<file path="config.mk">
export PLATFORM = sky130hd
export DESIGN_NAME = match_monitor
export DESIGN_NICKNAME = d
export VERILOG_FILES = /design/src/rtl/match_monitor.sv
export SDC_FILE = /design/constraint.sdc
export NUM_CORES = 1
export LEC_CHECK = 0
export ABC_AREA = 1
export ABC_CLOCK_PERIOD_IN_PS = 3700
export CAP_MARGIN = 20
export CORE_UTILIZATION = 45
export DETAILED_ROUTE_END_ITERATION = 7
export DONT_BUFFER_PORTS = 1
export SYNTH_ARGS = -nofsm -noshare
export SYNTH_HDL_FRONTEND = slang
export SYNTH_SLANG_ARGS = --single-unit
</file>
<file path="constraint.sdc">
create_clock -name clk -period 3.7 [get_ports clk]
set_input_delay 1.11 -clock clk [delete_from_list [all_inputs] [get_ports clk]]
set_output_delay 1.11 -clock clk [all_outputs]
set_load 0.02 [all_outputs]
</file>
<file path="src/rtl/match_monitor.sv">
// rtl/match_monitor.sv - compares two words per sample, tracks match streak/total, raises alarm on lock
module match_monitor #(
  parameter int unsigned W         = 3,
  parameter int unsigned STREAK_TH = 3
) (
  input  logic         clk,
  input  logic         rstn,
  input  logic         en,
  input  logic         clr,
  input  logic [W-1:0] s1,
  input  logic [W-1:0] s2,
  output logic         match,
  output logic [W-1:0] diff,
  output logic [3:0]   streak,
  output logic [7:0]   total,
  output logic         alarm
);

  localparam logic [1:0] IDLE  = 2'd0;
  localparam logic [1:0] TRACK = 2'd1;
  localparam logic [1:0] LOCK  = 2'd2;

  localparam logic [3:0] STREAK_MAX = 4'd15;
  localparam logic [7:0] TOTAL_MAX  = 8'd255;
  localparam logic [3:0] LOCK_AT    = 4'(STREAK_TH);

  logic [1:0]   state, state_d;
  logic         match_d;
  logic [W-1:0] diff_d;
  logic [3:0]   streak_d;
  logic [7:0]   total_d;
  logic         words_eq;
  logic         sampling;

  assign words_eq = (s1 == s2);
  // Only TRACK and LOCK sample; the IDLE->TRACK edge is a warm-up edge.
  assign sampling = (state == TRACK) || (state == LOCK);

  // Next-state and next-output computation; clr outranks en, en outranks sampling.
  always_comb begin
    state_d  = state;
    match_d  = match;
    diff_d   = diff;
    streak_d = streak;
    total_d  = total;
    if (clr) begin
      state_d  = IDLE;
      match_d  = 1'b0;
      diff_d   = '0;
      streak_d = '0;
      total_d  = '0;
    end else if (!en) begin
      // Dropping enable abandons the streak but keeps the lifetime total.
      state_d  = IDLE;
      match_d  = 1'b0;
      diff_d   = '0;
      streak_d = '0;
    end else if (!sampling) begin
      // IDLE (or an unreachable encoding) only arms the monitor this edge.
      state_d = TRACK;
    end else begin
      match_d = words_eq;
      diff_d  = s1 ^ s2;
      if (words_eq) begin
        streak_d = (streak == STREAK_MAX) ? streak : streak + 4'd1;
        total_d  = (total == TOTAL_MAX) ? total : total + 8'd1;
        if ((state == TRACK) && (streak_d == LOCK_AT)) begin
          state_d = LOCK;
        end
      end else begin
        streak_d = '0;
        state_d  = TRACK;
      end
    end
  end

  // State and output registers; reset clears everything without a clock.
  always_ff @(posedge clk or negedge rstn) begin
    if (!rstn) begin
      state  <= IDLE;
      match  <= 1'b0;
      diff   <= '0;
      streak <= '0;
      total  <= '0;
      alarm  <= 1'b0;
    end else begin
      state  <= state_d;
      match  <= match_d;
      diff   <= diff_d;
      streak <= streak_d;
      total  <= total_d;
      // Decoded from the next state so alarm rises with the locking streak value.
      alarm  <= (state_d == LOCK);
    end
  end

endmodule

</file>
After elaboration in Yosys (flattened, before gate mapping)
Index checks and enable logic that the tools add are counted.
{"block": "word_totals", "elab_cells": 45, "reg_bits": 19, "input_bits": 10}
{"block": "op_classes", "n_addsub": 2, "eq_ne": 9, "reduce_logical": 6, "bitwise": 1, "muxes": 21}
{"op": "8-bit two-way mux", "count": 5}
{"op": "4-bit two-way mux", "count": 5}
{"op": "2-bit two-way mux", "count": 5}
{"op": "3-bit two-way mux", "count": 3}
{"op": "8-bit by 1-bit adder with 8-bit output, second input constant", "count": 1}
{"op": "8-bit equality test, second input constant", "count": 1}
{"op": "2-bit nonzero test", "count": 3}
{"op": "4-bit by 1-bit adder with 4-bit output, second input constant", "count": 1}
{"op": "2-bit equality test, second input constant", "count": 2}
{"op": "4-bit by 2-bit equality test with 1-bit output, second input constant", "count": 1}
{"op": "4-bit equality test, second input constant", "count": 1}
{"op": "4-bit AND reduction", "count": 1}
{"op": "3-bit equality test", "count": 1}
{"op": "1-bit two-way mux", "count": 3}
{"op": "3-bit by 1-bit inequality test with 1-bit output, second input constant", "count": 1}
{"op": "3-bit XOR", "count": 1}
{"op": "2-bit by 1-bit equality test with 1-bit output, second input constant", "count": 1}
{"op": "2-bit inequality test, second input constant", "count": 1}
{"op": "1-bit logical AND", "count": 1}
{"op": "1-bit logical OR", "count": 1}

Longest topological paths before layout
{"block": "depth", "depth_word": 10, "depth_mapped": 10}

Least setup slack after synthesis
OpenSTA, ideal clock, no wires.
{"block": "synth_path", "path_kind": "input port to flip-flop", "startpoint": "input port s2[2]", "endpoint": "register total[1]", "path_stages": 6, "t_required_ns": 3.576, "path_slack_ns": 1.830, "n_path_buf": 0, "setup_ns": 0.124, "t_arrival_ns": 1.746, "path_cell_list": "xnor2_2 > nand2_2 > nor2_8 > nand2_8 > nand3_1 > o21ai_1"}
{"block": "synth_between", "elab_chain_len": 3}
{"item": "start, declared", "line_no": "11", "source": "input logic [W-1:0] s2,"}
{"item": "3-bit equality test", "line_no": "35", "source": "assign words_eq = (s1 == s2);"}
{"item": "2-bit nonzero test (no line)"}
{"item": "4-bit AND reduction (no line)"}
{"item": "end signal, assigned", "line_no": "91", "source": "total <= total_d;"}
{"item": "end, declared", "line_no": "15", "source": "output logic [7:0] total,"}
No other way between the ends.
A chain may end at the register's enable or synchronous reset.

Worst setup path in the final report
{"block": "layout_path", "startpoint": "register total[3]", "endpoint": "output port total[3]"}
No word-level cell between the ends.

==> results.toml <==
[logic_synthesis]
syn_avg_cell_area_sq_um = 8.38
yosysTopAreaCellShare_pct = 41.1
yosys-top-cells-area = "dfrtp_1, nand2_1, nand3_1"
syn_inst = 138
syn_nets = 151
netlist_area_sq_um = 1160
ys_seq_area_share_pct = 41.1
synth_top_cell_by_area = "dfrtp_1"
yosysWarningCount = 0
synth_cell_types = 25
synth_seq_cells = 19

[finish]
fin_nets = 154
multi_input_comb_area_sq_um = 611
fin_cells = 170
fill_cells = 237
final-seq-area_sq_um = 475
diodes = 0
final_util_pct = 49.3
syn2layout_area_growth_pct = 4.76
drive_above_1_share_pct = 20.0

[clock_tree]
cts.sinks = 19
clockRootBuffer = "clkbuf_4"
cts.path.max_buffers = 2
cts_resized = 0
post-cts-setup-buffers = 0
clk_pin_slew_ns = 0.12
cts_made_buffers = 3
cts_tree = "done"
hold_buffers = 0
clkLatencyLatePin_ns = 0.30
h-tree-depth = 1

[place]
port_buffers = 0
gp_congestion = 0.766
dp_hpwl_microns = 1640
placed_cells = 166

[global_route]
antenna_found_initial = 0
grt_pass1_wl_microns = 3710
overflow = 0
grt_pass1_vias = 802
gr-usage-all-layers_pct = 19.1
grt_max_degree = 20

[floorplanning]
dieArea_sq_um = 2780
io_pins = 27
initial_utilization_pct = 47.1
fp.dieW_microns = 52.7
die_y_microns = 52.7
num_rows = 18
core_sq_um = 2450

[timing]
rsz0062_at_grt = "no"
hold_viol_final = 0
relSlewSlack_pct = 74.4
finalSetupTns_ns = 0
setup_viol = 0
fin_crit_ns = 2.01
fin_crit_sh_pct = 54.2
worst_pin_slew_ns = 0.384
max_freq_mhz = 498
skew_ns = 0.00924
drv_slew = 0

[routing]
viasPerCell = 5.29
ant_nets = 0
routed_wl_microns = 2210
drc = 0
drt_first_pass_iters = 4
dr.first_iter.drc_count = 12
routed-via-count = 900
wl_per_cell_microns = 13.0

[status]
outcome = "completed"

[worst_setup_path]
critPathLaunchType = "flop"
worstSetupPathType = "flop to output pin"
worstPathMaxFanout = 6
arrival_ns = 0.90
end_kind = "output pin"
required_ns = 2.59

[pwr]
p_leak_nw = 0.601
peakVddDrop_v = 0.000168
power.density_nw_per_um2 = 293

[hold_path]
hold_class = "input port to asynchronous set/reset pin"

[flow_run]
max_cap_viol_count = 0
## sequential cells by signal, indices dropped and copies added, names as in the netlist
register  count
alarm         1
diff          3
match         1
state         2
streak        4
total         8
## report_power, final
part | internal [mW] | total [mW] | switching [mW]
registers | 0.211 | 0.218 | 0.00690
clock network | 0.0403 | 0.107 | 0.0666
logic | 0.0119 | 0.0300 | 0.0181
## path summary, 6_finish.rpt
| path | from | endpoint | slack, ns | cells after the start |
|---|---|---|---|---|
| max reg2reg | total[0] | total[4] | 2.08 | 10 |
| max in group asynchronous | rstn | diff[2] | 3.14 | 0 |
| min reg2reg | state[0] | alarm | 0.56 | 3 |
| max | total[3] | total[3] | 1.69 | 0 |
| min | rstn | total[7] | 0.48 | 0 |
| min in group clk | state[0] | alarm | 0.56 | 3 |
## metrics by stage
stage                     setup slack, ns  area, sq um  hold WS [ns]  total power, mW
after floorplan                      1.83         1160         0.516            0.249
after global placement               1.77         1180         0.545            0.251
after detailed placement             1.75         1180         0.554            0.252
after CTS                            1.68         1210         0.473            0.361
after global routing                 1.64         1210         0.457            0.374
final                                1.69         1210         0.483            0.354
## metal layers
metal | GRT usage [%] | routed length (microns) | vias up
met1 | 27.4 | 1120 | 433
met2 | 26.8 | 957 | 19
li1 | - | - | 444
met5 | 0 | 0 | -
met4 | 9.21 | 44 | 0
met3 | 4.06 | 86 | 4
## layout make-up
type                       count  area share [%]
clock buffer                   3            1.86
tap                           30            3.10
inverter                      16            4.96
multi-input combinational    101            50.4
clock inverter                 1           0.413
sequential                    19            39.3
## synth_stat cells
cell type and instances:
a21oi_1 1, buf_2 2, dfrtp_1 19, ha_1 3
inv_1 9, inv_2 7, nand2_1 34, nand2_2 4
nand2_4 2, nand2_8 1, nand3_1 18, nand3_2 1
nand4_1 3, nor2_1 9, nor2_2 2, nor2_4 3
nor2_8 1, nor3_1 1, o211ai_1 1, o21ai_1 7
o21bai_1 1, o22ai_1 1, xnor2_1 1, xnor2_2 3
xor2_1 4
## layout by cell type (no fill, tap or decap), drive strengths merged, types with 3 or more instances in the layout
cell	instances
nor2	15
dfrtp	19
xnor2	4
inv	16
o21ai	7
nand2	41
clkbuf	3
nand4	3
xor2	4
nand3	19
ha	3
## logic make-up after synthesis
| kind of cell | share of synthesized area [%] |
|---|---|
| flops | 41.1 |
| compound gates | 5.30 |
| buf+inv | 6.06 |
| xor+xnor | 8.01 |
| simple gates | 36.3 |
| fa+ha+maj | 3.25 |
Note: power is estimated with default switching activity, not from simulation.
